### config.mk
export PLATFORM = sky130hd
export DESIGN_NAME = mem_wb_stage
export DESIGN_NICKNAME = d
export VERILOG_FILES = /design/src/rtl/mem_wb_stage.sv
export SDC_FILE = /design/constraint.sdc
export NUM_CORES = 1
export LEC_CHECK = 0
export CORE_MARGIN = 2
export CORE_UTILIZATION = 45
export CTS_CLUSTER_DIAMETER = 30
export CTS_CLUSTER_SIZE = 40
export DETAILED_ROUTE_END_ITERATION = 16
export PLACE_DENSITY = 0.78
export SLEW_MARGIN = 5
export SYNTH_ARGS = -nofsm -noshare
export SYNTH_HDL_FRONTEND = slang
export SYNTH_SLANG_ARGS = --single-unit
### constraint.sdc
create_clock -name clk -period 2.6 [get_ports clk]
set_clock_uncertainty 0.2 [all_clocks]
set_input_delay 0.52 -clock clk [delete_from_list [all_inputs] [get_ports clk]]
set_output_delay 0.52 -clock clk [all_outputs]
set_load 0.02 [all_outputs]
### src/rtl/mem_wb_stage.sv
// mem_wb_stage: MEM/WB pipeline register and register-file writeback.
//   Captures one instruction per mem_valid/mem_ready handshake, aligns and
//   extends load data at capture, and commits it to the register file in the
//   cycle it leaves WB. It also counts retired instructions.
//   Optional feature macro: MEMWB_FWD_EN adds same-cycle forwarding hit outputs.
// Ports:
//   clk, rst_n                   clock, asynchronous active-low reset
//   mem_valid / mem_ready        handshake from MEM (ready = !wb_valid | !wb_stall)
//   mem_reg_write, mem_mem_to_reg, mem_load_type, mem_addr_lo,
//   mem_alu_result, mem_read_data, mem_rd   instruction fields from MEM
//   wb_stall, flush              hold / kill controls
//   reg_write, write_reg, write_data        register-file write port
//   wb_valid                     WB holds a live instruction
//   retire_count                 instructions that left WB since reset
//   id_rs, id_rt, fwd_rs_hit, fwd_rt_hit, fwd_data   (MEMWB_FWD_EN only)
module mem_wb_stage #(
    parameter int REG_AW = 5,
    parameter int CNT_W  = 32
) (
    input  logic              clk,
    input  logic              rst_n,
    input  logic              mem_valid,
    output logic              mem_ready,
    input  logic              mem_reg_write,
    input  logic              mem_mem_to_reg,
    input  logic [2:0]        mem_load_type,
    input  logic [1:0]        mem_addr_lo,
    input  logic [31:0]       mem_alu_result,
    input  logic [31:0]       mem_read_data,
    input  logic [REG_AW-1:0] mem_rd,
    input  logic              wb_stall,
    input  logic              flush,
`ifdef MEMWB_FWD_EN
    input  logic [REG_AW-1:0] id_rs,
    input  logic [REG_AW-1:0] id_rt,
    output logic              fwd_rs_hit,
    output logic              fwd_rt_hit,
    output logic [31:0]       fwd_data,
`endif
    output logic              reg_write,
    output logic [REG_AW-1:0] write_reg,
    output logic [31:0]       write_data,
    output logic              wb_valid,
    output logic [CNT_W-1:0]  retire_count
);

    logic        rw_flag;
    logic        capture;
    logic        retire;
    logic [7:0]  ld_byte;
    logic [15:0] ld_half;
    logic [31:0] load_data;
    logic [31:0] next_data;

    assign mem_ready = !wb_valid || !wb_stall;
    assign capture   = mem_valid && mem_ready && !flush;
    assign retire    = wb_valid && !wb_stall && !flush;
    // r0 is hard-wired zero, so a write to it is suppressed but still retires.
    assign reg_write = retire && rw_flag && (write_reg != '0);

    // Halfword selection uses only addr_lo[1]; addr_lo[0] is ignored.
    always_comb begin
        ld_byte   = mem_read_data[{mem_addr_lo, 3'b000} +: 8];
        ld_half   = mem_read_data[{mem_addr_lo[1], 4'b0000} +: 16];
        load_data = (mem_load_type == 3'b001) ? {{24{ld_byte[7]}}, ld_byte} :
                    (mem_load_type == 3'b010) ? {24'h0, ld_byte} :
                    (mem_load_type == 3'b011) ? {{16{ld_half[15]}}, ld_half} :
                    (mem_load_type == 3'b100) ? {16'h0, ld_half} :
                                                mem_read_data;
        next_data = mem_mem_to_reg ? load_data : mem_alu_result;
    end

    always_ff @(posedge clk or negedge rst_n) begin
        if (!rst_n) begin
            wb_valid     <= 1'b0;
            rw_flag      <= 1'b0;
            write_reg    <= '0;
            write_data   <= '0;
            retire_count <= '0;
        end else begin
            // Flush wins over capture; a retire with no capture empties WB.
            wb_valid <= !flush && (capture || (wb_valid && wb_stall));
            if (capture) begin
                rw_flag    <= mem_reg_write;
                write_reg  <= mem_rd;
                write_data <= next_data;
            end
            if (retire)
                retire_count <= retire_count + CNT_W'(1);
        end
    end

`ifdef MEMWB_FWD_EN
    assign fwd_rs_hit = reg_write && (write_reg == id_rs);
    assign fwd_rt_hit = reg_write && (write_reg == id_rt);
    assign fwd_data   = write_data;
`endif

endmodule

# Word level (Yosys, flattened, before mapping)
# Cells that the tools add are included.
dict set report word_totals {
  ff_bits 71
  word_cells 31
  inputBits 81
  output_inout_bits 72
}
dict set report op_classes {
  n_shift 2
  muxes 5
  n_eq_ne 4
  n_reduce_logical 14
  n_addsub 1
}
# cell count
set ops {}
lappend ops {{$mux 32} 5}
lappend ops {{$add 32x1->32 const B} 1}
lappend ops {{$shiftx 32x6->16} 1}
lappend ops {{$shiftx 32x6->8} 1}
lappend ops {{$logic_and 1x1->1} 8}
lappend ops {{$eq 3x2->1 const B} 2}
lappend ops {{$reduce_bool 5->1} 1}
lappend ops {{$eq 3x1->1 const B} 1}
lappend ops {{$eq 3x3->1 const B} 1}
lappend ops {{$logic_not 1->1} 3}
lappend ops {{$logic_or 1x1->1} 2}

# Longest topological paths before layout
dict set report depth {
  word_depth 6
  mapped_depth 7
  depth_no_buf 4
}

# Least setup slack after synthesis
# No wires, ideal clock.
dict set report synth_path {
  path_type {input-to-reg}
  startpoint {input port mem_addr_lo[0]}
  endpoint {register write_data[21]}
  setup_ns 0.126
  path_stages 6
  n_path_buf 2
  arrival_time_ns 1.962
  t_required_ns 2.274
  setup_slack_ns 0.312
  path_cell_list {buf_2 -> mux4_2 -> a21oi_2 -> buf_2 -> o21a_1 -> o21ai_0}
}
dict set report synth_between {
  elab_chain_cells 3
}
# item line
set synth_lines {}
lappend synth_lines {{start: declaration} 27} ;# input logic [1:0] mem_addr_lo,
lappend synth_lines {{$shiftx 32x6->8} 63} ;# ld_byte = mem_read_data[{mem_addr_lo, 3'b000} +: 8];
lappend synth_lines {{$mux 32} 65} ;# load_data = (mem_load_type == 3'b001) ? {{24{ld_byte[7]}}, ld_byte} :
lappend synth_lines {{$mux 32} 70} ;# next_data = mem_mem_to_reg ? load_data : mem_alu_result;
lappend synth_lines {{end signal: assignment} 86} ;# write_data <= next_data;
lappend synth_lines {{end: declaration} 42} ;# output logic [31:0] write_data,
# No other way between the ends.
# A chain may end at the register's enable or synchronous reset.

# Worst setup path in the final report
dict set report layout_path {
  startpoint {input port wb_stall}
  endpoint {output port mem_ready}
}
dict set report layout_between {
  elab_chain_cells 2
}
# item line
set layout_lines {}
lappend layout_lines {{start: declaration} 31} ;# input logic wb_stall,
lappend layout_lines {{$logic_not 1->1} 55} ;# assign mem_ready = !wb_valid || !wb_stall;
lappend layout_lines {{$logic_or 1x1->1} 55}
lappend layout_lines {{end: declaration} 23} ;# output logic mem_ready,
# No other way between the ends.

==> results by group <==
STA
  • Fin crit share: 0.985
  • Hold Violations, Final: 0
  • Slew HR: 0.514
  • Finish-stage setup viols: 0
  • Worst Max-Slew Pin Slew: 726 ps
  • Setup slack after layout: between 30 and 40 ps
  • Achievable Freq: 0.390 GHz
  • Final Slew Violations: 0
  • RSZ-0062 raised after global routing: no
  • Final critical-path required period: between 2000 and 3000 ps
  • Final TNS setup: 0 ps

CTS
  • Clock buffer depth: 2
  • Worst skew pair latency: approximately 350 ps
  • Root Driver: clkbuf_8
  • CTS H-tree lvls: 3
  • CTS Sinks: 71
  • Clock transition at path regs: approximately 90 ps
  • CTS Buf Count: 9
  • CTS tree: yes
  • Post-CTS Setup Inserts: 0

Pwr
  • Power Density: approximately 540 mW/mm^2
  • Switching power share of the total: 0.323
  • Clk network pwr share: 0.280
  • Internal power: between 2 and 2.5 mW
  • Comb power frac: 0.304
  • Switching pwr: roughly 1.0 mW
  • Pleak: 2.53 nW
  • Sequential share of power: 0.416
  • Peak VDD IR: between 200 and 300 uV

Yosys
  • Cell count after synthesis: about 420
  • YS warnings: 0
  • Average cell area after synthesis: roughly 9.6 sq um
  • Mapped cell area: slightly above 0.004 sq mm
  • Main synth FF type: dfrtp_1
  • Post-synth EDFFs: 0
  • Synth Area in Compound Gates: 0.163
  • Post-synth top area share: 0.442
  • Top cells by area, synth: dfrtp_1, xor2_1, o21ai_0
  • Seq/Total Area, Yosys: 0.442
  • Most frequent cells after synthesis: dfrtp_1, nand2_1, nor2_1, o21ai_0, o21a_1
  • Seq cells post-synth: 71
  • Synth Area in Simple Gates: 0.226
  • Asr flop ratio synth: 1.00
  • Synth Net Count: 500
  • Synth Area in Adders: 0.00311
  • Most frequent cell after synthesis: dfrtp_1
  • Post-Synth XOR/XNOR Area: 0.0697
  • Multiplexer area fraction after synthesis: 0.0529
  • Combinational family with the most area after synthesis: simple AND/OR/NAND/NOR gates
  • Cell variety after synth: 53
  • Yosys top cell by area: dfrtp_1

Global routing
  • Antenna violations before repair: 0
  • Number of global-route vias before repair: 3953
  • GRT Residual Overflow: 0
  • GRT Overall Usage: 0.250
  • First-pass GRT wire length: between 15 and 20 mm
  • Largest net degree at the start of global routing: 56

Die
  • Num rows: 34
  • Die height: roughly 99 um
  • CORE AREA: 0.00868 sq mm
  • Initial Util: 0.463
  • Die span in x: between 90 and 100 um
  • Io pins: between 150 and 200
  • Die Area: 0.00971 sq mm

Critical path
  • CP Class: primary input to output pin
  • Worst reg2reg path depth: 4
  • Data required time at the worst endpoint: around 1900 ps
  • Crit. End Element: output pin
  • Worst Path Arrival: approximately 1800 ps
  • CP startpoint kind: primary input
  • Crit path max fanout: 3

Route
  • Routed wire per std cell: ~17 um
  • Vias per cell: around 5.6
  • Total wire length: 12.1 mm
  • DRT Pass-1 Iters: 4
  • DRC violation count after routing: 0
  • Final ANT Viol Nets: 0
  • Routed vias: around 3900
  • Drt initial violations: 150

Job
  • Max cap viols: 0

Cells and area
  • P&R area growth vs syn: 49.2%
  • Ant diodes: 0
  • Final Net Count: around 660
  • Fraction of layout cells with a size suffix above 1: 0.129

Run status
  • Status: completed

Place
  • Worst slack, placed: -242 ps
  • GP Congestion: just under 1
  • # port buffers: 152
  • Hpwl dp: 9.27 mm

Min path
  • Hold path cells: 1
  • Worst Hold Class: flip-flop to flip-flop
==> final cells by class <==
type,instances,area (sq um)
timing repair buffer,182,1780
sequential,71,1780
multi-input combinational,310,2080
tap,108,135
fill,698,2680
clock inverter,6,68.8
inverter,8,30.0
clock buffer,10,128
==> critical path: stages <==
cell and delay [ps]:
clkdlybuf4s50_1 460, buf_4 170, nand2_1 80, clkdlybuf4s50_1 610
==> metal layers <==
metal / vias up / global-route usage / wire length, um / share of wire
met4: 0 / 0.0948 / 282 / 0.023
met5: - / 0 / 0 / 0
met1: 1899 / 0.325 / 5130 / 0.42
li1: 1829 / - / - / -
met3: 22 / 0.0532 / 853 / 0.070
met2: 164 / 0.413 / 5870 / 0.48
==> placed cells by master (no fill, tap or decap), types with 3 or more instances in the layout <==
cell type	n
o22ai_1	7
xnor2_1	10
nor2_1	40
a211oi_1	8
clkbuf_8	9
buf_12	3
xor2_1	22
nor3b_1	7
nor4_2	4
dfrtp_1	71
nand3b_1	3
o21ai_1	3
o21ai_0	37
a21oi_1	8
o21a_1	23
nand3_1	10
nand4_1	4
nor3_2	3
nor3_1	17
inv_1	7
clkdlybuf4s50_1	150
mux4_2	8
buf_4	26
and4_1	3
o221ai_1	7
or3_1	8
nand2_1	46
or2_2	3
==> power groups by stage <==
stage               clock [mW]  sequential (mW)  combinational (mW)
finish                   0.907             1.34               0.983
global placement             0             1.36               0.964
detailed placement           0             1.36               0.982
floorplan                    0             1.51               0.281
global route             0.967             1.36                1.05
CTS                      0.924             1.34               0.989
==> stage by stage <==
stage | total power [mW] | utilization | hold WS, ps | instances | cell area, sq um
after floorplan | 1.79 | - | 24.4 | 418 | 4020
after global placement | 2.32 | 0.667 | 255 | 678 | 5790
after detailed placement | 2.35 | 0.667 | 265 | 678 | 5790
after CTS | 3.26 | 0.691 | 278 | 695 | 6000
after global routing | 3.38 | 0.691 | 287 | 695 | 6000
final | 3.23 | 0.691 | 270 | 695 | 6000
==> final timing paths <==
| path | slack (ps) | start | endpoint |
|---|---|---|---|
| setup / recovery | 40 | wb_stall | mem_ready |
| hold / removal | 270 | retire_count[31] | retire_count[31] |
| setup reg to reg | 450 | retire_count[4] | retire_count[27] |
| hold reg to reg | 270 | retire_count[31] | retire_count[31] |
| max in group asynchronous | 1140 | rst_n | write_data[20] |
| min in group asynchronous | 420 | rst_n | retire_count[31] |
==> cells by family (layout without fill, tap and decap cells) <==
family	after synthesis	in the layout
compound gates	101	101
xor+xnor	32	32
fa+ha+maj	1	1
buf+inv	37	206
flops	71	71
mux	11	11
simple gates	165	165
==> repair_timing <==
item	in CTS	in global routing
gates resized for setup	2	0
endpoints found under the setup margin	1	0
hold endpoints to repair	16	0
hold buffers	1	0
No activity file was read; power rests on OpenSTA's default activity.
